[src/rtl/cordic_pkg.sv]
// Shared constants for the vectoring CORDIC: controller states, the arctangent
// table in binary-angle units for a 14-bit angle, and the half-circle constant.
package cordic_pkg;

  localparam int LUT_AW = 14;
  localparam int CNT_W  = 4;

  localparam logic [LUT_AW-1:0] ANG_PI = LUT_AW'(1) << (LUT_AW - 1);

  typedef enum logic [2:0] {
    IDLE,
    MAP,
    ITER,
    FIX,
    DONE
  } state_e;

  // atan(2^-i) scaled so that a full turn is 2^14.
  function automatic logic [LUT_AW-1:0] atan_lut(input logic [CNT_W-1:0] idx);
    logic [LUT_AW-1:0] val;
    case (idx)
      4'd0:    val = 14'd2048;
      4'd1:    val = 14'd1209;
      4'd2:    val = 14'd639;
      4'd3:    val = 14'd324;
      4'd4:    val = 14'd163;
      4'd5:    val = 14'd81;
      4'd6:    val = 14'd41;
      4'd7:    val = 14'd20;
      4'd8:    val = 14'd10;
      4'd9:    val = 14'd5;
      4'd10:   val = 14'd3;
      4'd11:   val = 14'd1;
      default: val = '0;
    endcase
    return val;
  endfunction

endpackage

[src/rtl/cordic_iter_stage.sv]
// One combinational vectoring micro-rotation; the controller feeds it back
// through its own registers, so a single adder set serves every iteration.
module cordic_iter_stage
  import cordic_pkg::*;
#(
  parameter int XW = 14,
  parameter int AW = 14
) (
  input  logic signed [XW-1:0]    x_i,
  input  logic signed [XW-1:0]    y_i,
  input  logic signed [AW-1:0]    z_i,
  input  logic        [CNT_W-1:0] idx_i,
  output logic signed [XW-1:0]    x_o,
  output logic signed [XW-1:0]    y_o,
  output logic signed [AW-1:0]    z_o
);

  logic signed [XW-1:0] x_sh;
  logic signed [XW-1:0] y_sh;
  logic signed [AW-1:0] atan;

  always_comb begin
    // Both shifts use the incoming values, giving the simultaneous update.
    x_sh = x_i >>> idx_i;
    y_sh = y_i >>> idx_i;
    atan = AW'(atan_lut(idx_i));
    if (!y_i[XW-1]) begin
      x_o = x_i + y_sh;
      y_o = y_i - x_sh;
      z_o = z_i + atan;
    end else begin
      x_o = x_i - y_sh;
      y_o = y_i + x_sh;
      z_o = z_i - atan;
    end
  end

endmodule

[src/rtl/cordic_vec_ctrl.sv]
// Iterative vectoring CORDIC controller: (X, Y) in, phase and magnitude out.
// Define CORDIC_GAIN_COMP_EN to scale the magnitude by 1/K before it is output.
module cordic_vec_ctrl
  import cordic_pkg::*;
#(
  parameter int W  = 12,
  parameter int N  = 12,
  parameter int AW = 14
) (
  input  logic                 clk,
  input  logic                 rst,
  input  logic                 start,
  input  logic signed [W-1:0]  x_in,
  input  logic signed [W-1:0]  y_in,
  output logic                 busy,
  output logic                 done,
  output logic signed [AW-1:0] angle_out,
  output logic        [W+1:0]  mag_out
);

  localparam int XW = W + 2;

  state_e               state_q, state_d;
  logic [CNT_W-1:0]     cnt_q, cnt_d;
  logic signed [XW-1:0] x_q, x_d;
  logic signed [XW-1:0] y_q, y_d;
  logic signed [AW-1:0] z_q, z_d;
  logic                 neg_q, neg_d;
  logic                 zero_q, zero_d;
  logic                 yzero_q, yzero_d;
  logic signed [AW-1:0] angle_q, angle_d;
  logic [XW-1:0]        mag_q, mag_d;

  logic signed [XW-1:0] x_nx;
  logic signed [XW-1:0] y_nx;
  logic signed [AW-1:0] z_nx;
  logic [XW-1:0]        x_u;
  logic [XW-1:0]        mag_fix;

  cordic_iter_stage #(
    .XW(XW),
    .AW(AW)
  ) u_iter (
    .x_i  (x_q),
    .y_i  (y_q),
    .z_i  (z_q),
    .idx_i(cnt_q),
    .x_o  (x_nx),
    .y_o  (y_nx),
    .z_o  (z_nx)
  );

  assign x_u = x_q;

  always_comb begin
`ifdef CORDIC_GAIN_COMP_EN
    mag_fix = (x_u >> 1) + (x_u >> 3) - (x_u >> 6) - (x_u >> 9);
`else
    mag_fix = x_u;
`endif
  end

  always_comb begin
    // NOTE: every variable gets its hold value first so no path infers a latch.
    state_d = state_q;
    cnt_d   = cnt_q;
    x_d     = x_q;
    y_d     = y_q;
    z_d     = z_q;
    neg_d   = neg_q;
    zero_d  = zero_q;
    yzero_d = yzero_q;
    angle_d = angle_q;
    mag_d   = mag_q;
    busy    = (state_q != IDLE);
    done    = (state_q == DONE);

    case (state_q)
      IDLE: begin
        if (start) begin
          x_d     = {{2{x_in[W-1]}}, x_in};
          y_d     = {{2{y_in[W-1]}}, y_in};
          z_d     = '0;
          cnt_d   = '0;
          zero_d  = (x_in == '0) && (y_in == '0);
          yzero_d = (y_in == '0);
          state_d = MAP;
        end
      end
      MAP: begin
        // Rotate left-half-plane vectors by pi; the extra bits absorb -(-2^(W-1)).
        if (x_q[XW-1]) begin
          x_d   = -x_q;
          y_d   = -y_q;
          neg_d = 1'b1;
        end else begin
          neg_d = 1'b0;
        end
        cnt_d   = '0;
        state_d = ITER;
      end
      ITER: begin
        x_d = x_nx;
        y_d = y_nx;
        z_d = z_nx;
        if (cnt_q == CNT_W'(N - 1)) begin
          state_d = FIX;
        end else begin
          cnt_d = cnt_q + 1'b1;
        end
      end
      FIX: begin
        // Axis-aligned inputs bypass the LUT residue so 0 and pi come out exact.
        if (zero_q) begin
          angle_d = '0;
          mag_d   = '0;
        end else if (yzero_q) begin
          angle_d = neg_q ? AW'(ANG_PI) : '0;
          mag_d   = mag_fix;
        end else begin
          angle_d = {z_q[AW-1] ^ neg_q, z_q[AW-2:0]};
          mag_d   = mag_fix;
        end
        state_d = DONE;
      end
      DONE: begin
        state_d = IDLE;
      end
      default: begin
        state_d = IDLE;
      end
    endcase
  end

  // NOTE: state registers use non-blocking assignments so all update together.
  always_ff @(posedge clk or posedge rst) begin
    if (rst) begin
      state_q <= IDLE;
      cnt_q   <= '0;
      x_q     <= '0;
      y_q     <= '0;
      z_q     <= '0;
      neg_q   <= 1'b0;
      zero_q  <= 1'b0;
      yzero_q <= 1'b0;
      angle_q <= '0;
      mag_q   <= '0;
    end else begin
      state_q <= state_d;
      cnt_q   <= cnt_d;
      x_q     <= x_d;
      y_q     <= y_d;
      z_q     <= z_d;
      neg_q   <= neg_d;
      zero_q  <= zero_d;
      yzero_q <= yzero_d;
      angle_q <= angle_d;
      mag_q   <= mag_d;
    end
  end

  assign angle_out = angle_q;
  assign mag_out   = mag_q;

endmodule

[config.mk]
export PLATFORM = sky130hd
export DESIGN_NAME = cordic_vec_ctrl
export DESIGN_NICKNAME = d
export VERILOG_FILES = /design/src/rtl/cordic_pkg.sv /design/src/rtl/cordic_iter_stage.sv /design/src/rtl/cordic_vec_ctrl.sv
export SDC_FILE = /design/constraint.sdc
export NUM_CORES = 1
export LEC_CHECK = 0
export ABC_AREA = 1
export CORE_MARGIN = 2
export CORE_UTILIZATION = 55
export DETAILED_ROUTE_END_ITERATION = 10
export GPL_ROUTABILITY_DRIVEN = 1
export PLACE_DENSITY = 0.75
export SYNTH_ARGS = -nofsm -noshare
export SYNTH_HDL_FRONTEND = slang
export SYNTH_SLANG_ARGS = --single-unit
[constraint.sdc]
create_clock -name clk -period 3.7 [get_ports clk]
set_input_delay 0.555 -clock clk [delete_from_list [all_inputs] [get_ports clk]]
set_output_delay 0.555 -clock clk [all_outputs]
set_load 0.01 [all_outputs]
==> results.json, run 1 <==
{
  "cts_buffers": 9,
  "yosys_warnings": 0,
  "cp-end-kind": "flop",
  "cts_max_level": 3,
  "grt_pass1_vias": 7767,
  "slew_violations": 0,
  "yosysSeqAreaShare": 0.254,
  "maxCapViolCount": 0,
  "dpl.hpwl_mm": 18.8,
  "drt_iter0_markers": 821,
  "cp.required_ns": 3.99,
  "antenna_cells": 0,
  "timing.final.crit_share": 0.960,
  "arrival_ns": 3.84,
  "dieWidth_um": 124,
  "grt_pass1_wl_mm": 39.2,
  "antenna_found_initial": 0,
  "syn2layout_area_growth_pct": 19.0,
  "grt_start_max_net_pins": 51,
  "outcome": "completed",
  "cts_max_path_buffers": 2,
  "setup_viol": 0,
  "clk_pin_slew_worst_paths_ns": 0.07,
  "hold_path_class": "flop to flop",
  "viasPerCell": 5.83,
  "nNetsFinal": 1401,
  "num_rows": 43,
  "wl_mm": 24.6,
  "ant_nets": 0,
  "clkSinkCount": 80,
  "postSynthAreaPerCell_um2": 6.35,
  "critPathMaxFanout": 8,
  "clock.fmax_mhz": 282,
  "hold_viol": 0,
  "track_usage": 0.330,
  "synth-edff-count": 0,
  "rsz0062_at_grt": "true",
  "core_um2": 13900,
  "ys_types": 49,
  "ys_seq_elements": 80,
  "skew_ns": 0.00975,
  "wire_per_inst_um": 16.3,
  "fin_ws_ns": 0.149,
  "dr.pass1.iters": 5,
  "grt_overflow": 0,
  "drive_gt1_frac": 0.106,
  "portBuffers": 56,
  "syn_inst": 1243,
  "drc": 0,
  "async_flop_share": 1.00,
  "tightest_slew_ns": 0.909,
  "maxSlewHeadroom": 0.393,
  "synth_area_um2": 7890,
  "syn-num-nets": 1323,
  "boundaryPins": 57,
  "cts_tree": "built",
  "dr_total_vias": 8780,
  "fp.dieH_um": 124,
  "path_class": "flop to flop",
  "gp_congestion": 1.03,
  "die_area_um2": 15300,
  "min_period_ns": 3.55,
  "start_kind": "flop",
  "synthFlopType": "dfrtp_1",
  "post-place-ws_ns": 0.0337,
  "stdcell_count": 1506,
  "clk-insertion-delay-late_ns": 0.36,
  "clockRootBuffer": "clkbuf_16",
  "start_util": 0.566,
  "dpl.cell_count": 1487
}
worst max-delay path: stages, from the launching register on:
cell,delay [ns]
dfrtp_2,0.46
inv_4,0.10
buf_4,0.17
nand2_1,0.08
nand3_1,0.13
nand3_1,0.11
nand3_1,0.12
nand2_2,0.10
ha_1,0.22
inv_1,0.07
nor3_2,0.04
buf_4,0.14
a21oi_1,0.16
xor2_1,0.18
ha_1,0.29
a21oi_1,0.15
inv_1,0.09
nor2_1,0.18
o211ai_1,0.10
a31oi_1,0.21
inv_1,0.07
nand3_1,0.08
nand3_1,0.09
a21oi_2,0.13
cells in the mapped netlist (10+ instances only):
cell | number | share of area
o21ai_0 | 99 | 0.063
dfrtp_1 | 80 | 0.25
ha_1 | 50 | 0.079
nor3_1 | 10 | 0.0063
a31oi_1 | 10 | 0.0079
xor2_1 | 18 | 0.020
a21oi_1 | 87 | 0.055
nand4_1 | 13 | 0.010
inv_1 | 158 | 0.075
a41oi_1 | 11 | 0.012
buf_2 | 15 | 0.0095
or2_2 | 11 | 0.0087
nand3_1 | 138 | 0.087
o22ai_1 | 20 | 0.016
nor2_1 | 106 | 0.050
nand2_1 | 314 | 0.15
clkbuf_1 | 20 | 0.0095
per-layer routing:
metal | routed length, um | share of wire | GRT usage
met3 | 2020 | 0.082 | 0.0682
met4 | 862 | 0.035 | 0.146
met5 | 0 | 0 | 0
met1 | 10800 | 0.44 | 0.457
met2 | 11000 | 0.45 | 0.498
placed cells by master (no fill, tap or decap), drive strengths merged, types with 2 or more instances in the layout:
master and count:
a32o 2, a41oi 11, nor2 113, nand4 13, nor3 14, nand3 141
a22oi 3, dfrtp 80, clkbuf 11, clkdlybuf4s50 56, fa 3, a21o 2
o21bai 3, a211oi 2, o22ai 20, nand2 315, xor2 18, o211ai 7
or2 12, buf 52, ha 50, a21oi 88, o21ai 105, nor4 7
clkinv 3, inv 168, a31oi 10, xnor2 8
final timing paths:
| check | slack, ns | start | cells past startpoint | endpoint |
|---|---|---|---|---|
| max | 0.15 | cnt_q[0] | 23 | y_q[13] |
| min | 0.51 | neg_q | 2 | neg_q |
| min in group asynchronous | 0.68 | rst | 2 | angle_out[12] |
| max reg2reg | 0.15 | cnt_q[0] | 23 | y_q[13] |
| max in group asynchronous | 2.34 | rst | 3 | cnt_q[0] |
| min reg2reg | 0.51 | neg_q | 2 | neg_q |
cell families (layout without fill, tap and decap cells):
kind of cell	Yosys count	after routing	share of synthesized area
and+or+nand+nor	617	617	0.339
AOI/OAI and AO/OA	258	258	0.186
buffers and inverters	208	291	0.105
DFF	80	80	0.254
adders and majority gates	53	53	0.0869
xor gates and xnor gates	26	26	0.0288
muxes	1	1	0.00143
registers in the layout, indices dropped and copies added, names as in the netlist:
register,count
mag_out,14
y_q,14
zero_q,1
neg_q,1
mag_fix,14
z_q,14
cnt_q,4
yzero_q,1
state_q,3
angle_out,14
final cells by class:
type	instances	area [um2]
tap	180	225
clock inverter	6	50.0
multi-input combinational	955	5210
fill	1266	4540
inverter	166	629
sequential	80	2000
timing repair buffer	109	1030
clock buffer	10	239
timing repair:
item | CTS | global route
hold buffers | 0 | 0
setup buffers | 0 | 2
gates resized for setup | 0 | 53
endpoints found under the setup margin | 0 | 20
stage by stage:
| stage | TNS, ns | utilization | area (um2) | hold WS (ns) |
|---|---|---|---|---|
| 4_1_cts | 0 | 0.659 | 9180 | 0.511 |
| 5_1_grt | -0.466 | 0.674 | 9390 | 0.545 |
| 6_report | 0 | 0.674 | 9390 | 0.513 |
| 2_1_floorplan | 0 | - | 7890 | 0.470 |
| 3_5_place_dp | 0 | 0.638 | 8890 | 0.493 |
| 3_3_place_gp | 0 | 0.638 | 8890 | 0.494 |
Power of run 1 is not shown: default switching activity piles up to over one toggle a cycle in this logic, so the estimate is an artifact.
==> run 2, diff against run 1 <==
--- a/config.mk
+++ b/config.mk
@@ -14,3 +14,4 @@
 export SYNTH_ARGS = -nofsm -noshare
 export SYNTH_HDL_FRONTEND = slang
 export SYNTH_SLANG_ARGS = --single-unit
+export TNS_END_PERCENT = 5
==> run 2 against run 1 <==
Effect of this change: cell count decreased by 0.13%; utilization decreased by 0.41 points; hold slack improved by 0.0013 ns; sequential share of layout area increased by 0.13 points; critical endpoint unchanged; design area decreased by 0.61%.
==> results.json, run 2 (synthesis gave the netlist of run 1 again) <==
{
  "outcome": "completed",
  "dr_total_vias": 8678,
  "r2r_start": "cnt_q[0]",
  "cts_buffers": 9,
  "cts_hold_buf": 0,
  "clk_pin_slew_worst_paths_ns": 0.07,
  "r2r_end": "y_q[13]",
  "rsz0062_at_grt": "true",
  "grt_overflow": 0,
  "fp.dieH_um": 124,
  "ff2ff_path_depth": 23,
  "final_area_um2": 9340,
  "antenna_cells": 0,
  "cts_max_level": 3,
  "start_kind": "flop",
  "stdcell_count": 1504,
  "clockRootBuffer": "clkbuf_16",
  "die_area_um2": 15300,
  "place_area_um2": 8890,
  "antenna_found_initial": 0,
  "min_period_ns": 3.53,
  "cts_max_path_buffers": 2,
  "critPathSlowestCell": "dfrtp_2",
  "skew_ns": 0.00867,
  "grt_start_max_net_pins": 51,
  "crit_path_end": "y_q[13]",
  "wire_per_inst_um": 16.2,
  "drt_iter0_markers": 777,
  "slew_violations": 0,
  "ant_nets": 0,
  "dpl.hpwl_mm": 18.8,
  "gp_congestion": 1.03,
  "path_class": "flop to flop",
  "cpPeakStageDelay_ns": 0.46,
  "final_cell_mix": "nand2_1, inv_1, nand3_1",
  "track_usage": 0.330,
  "num_rows": 43,
  "clock.fmax_mhz": 284,
  "timing.final.crit_share": 0.953,
  "fin_tns_setup_ns": 0,
  "dieWidth_um": 124,
  "syn2layout_area_growth_pct": 18.3,
  "cp.required_ns": 3.98,
  "setup_viol": 0,
  "start_util": 0.566,
  "tightest_slew_ns": 0.902,
  "drive_gt1_frac": 0.0997,
  "boundaryPins": 57,
  "fillCellCount": 1267,
  "dr.pass1.iters": 8,
  "viasPerCell": 5.77,
  "cts_tree": "built",
  "cp-end-kind": "flop",
  "startpoint": "cnt_q[0]",
  "grt_pass1_vias": 7767,
  "dpl.cell_count": 1487,
  "grt_pass1_wl_mm": 39.2,
  "fin_ws_ns": 0.174,
  "portBuffers": 56,
  "hold_path_class": "flop to flop",
  "hold_viol": 0,
  "nNetsFinal": 1399,
  "final_common_cell": "nand2_1",
  "clk-insertion-delay-late_ns": 0.36,
  "drc": 0,
  "crit_chain": "buf_8, nand2_1, o21ai_0, or2_1, nand3_1, nand2_1, nand2_1, ha_1, inv_1, nor3_2, buf_4, a21oi_1, xor2_1, ha_1, a21oi_1, inv_1, nor2_1, o211ai_1, a31oi_1, inv_1, nand3_1, nand3_1, a21oi_1",
  "maxCapViolCount": 0,
  "post-place-ws_ns": 0.0337,
  "maxSlewHeadroom": 0.398,
  "clkSinkCount": 80,
  "critPathMaxFanout": 24,
  "wl_mm": 24.4,
  "core_um2": 13900,
  "arrival_ns": 3.81,
  "r2r_slack_ns": 0.17
}
run 2: layer usage:
layer / GRT usage / routed length (um)
met5: 0 / 0
met4: 0.146 / 824
met3: 0.0682 / 2050
met2: 0.498 / 10700
met1: 0.457 / 10700
run 2: what timing repair did:
| item | in CTS | in global routing |
|---|---|---|
| setup buffers | 0 | 1 |
| setup endpoints to repair | 0 | 20 |
| resized for setup | 0 | 46 |
run 2: stage by stage:
step                hold slack [ns]   util
floorplan                     0.470      -
global placement              0.494  0.638
detailed placement            0.493  0.638
CTS                           0.511  0.659
global route                  0.545  0.670
finish                        0.514  0.670
run 2: final cells by class:
cell class,instances,area (um2),area share
inverters,166,629,0.0674
repair buffers,107,996,0.107
multi-input cells,955,5190,0.556
well taps,180,225,0.0241
clock buffers,10,239,0.0256
clock inverters,6,50.0,0.00536
flip-flops and latches,80,2000,0.215
run 2: how the worst min path moves through the flow:
stage             to  slack (ns)   from  cells past startpoint
2_1_floorplan  neg_q        0.47  neg_q                      2
4_1_cts        neg_q        0.51  neg_q                      2
5_1_grt        neg_q        0.55  neg_q                      2
3_3_place_gp   neg_q        0.49  neg_q                      2
3_5_place_dp   neg_q        0.49  neg_q                      2
6_report       neg_q        0.51  neg_q                      2
run 2: critical path, delay by kind of cell (launching register included):
family | cells | cell delay (ns)
AOI/OAI and AO/OA | 6 | 0.78
xor gates and xnor gates | 1 | 0.16
adders and majority gates | 2 | 0.52
buffers and inverters | 5 | 0.55
DFF | 1 | 0.46
and+or+nand+nor | 9 | 1.00
Power of run 2 is left out for the same reason.
==> run 3, diff against run 2 <==
--- a/config.mk
+++ b/config.mk
@@ -6,6 +6,7 @@
 export NUM_CORES = 1
 export LEC_CHECK = 0
 export ABC_AREA = 1
+export CAP_MARGIN = 20
 export CORE_MARGIN = 2
 export CORE_UTILIZATION = 55
 export DETAILED_ROUTE_END_ITERATION = 10
==> results of run 3 <==
Final layout, timing and power as in run 2 (identical DEF).
Power of run 3 is left out for the same reason.
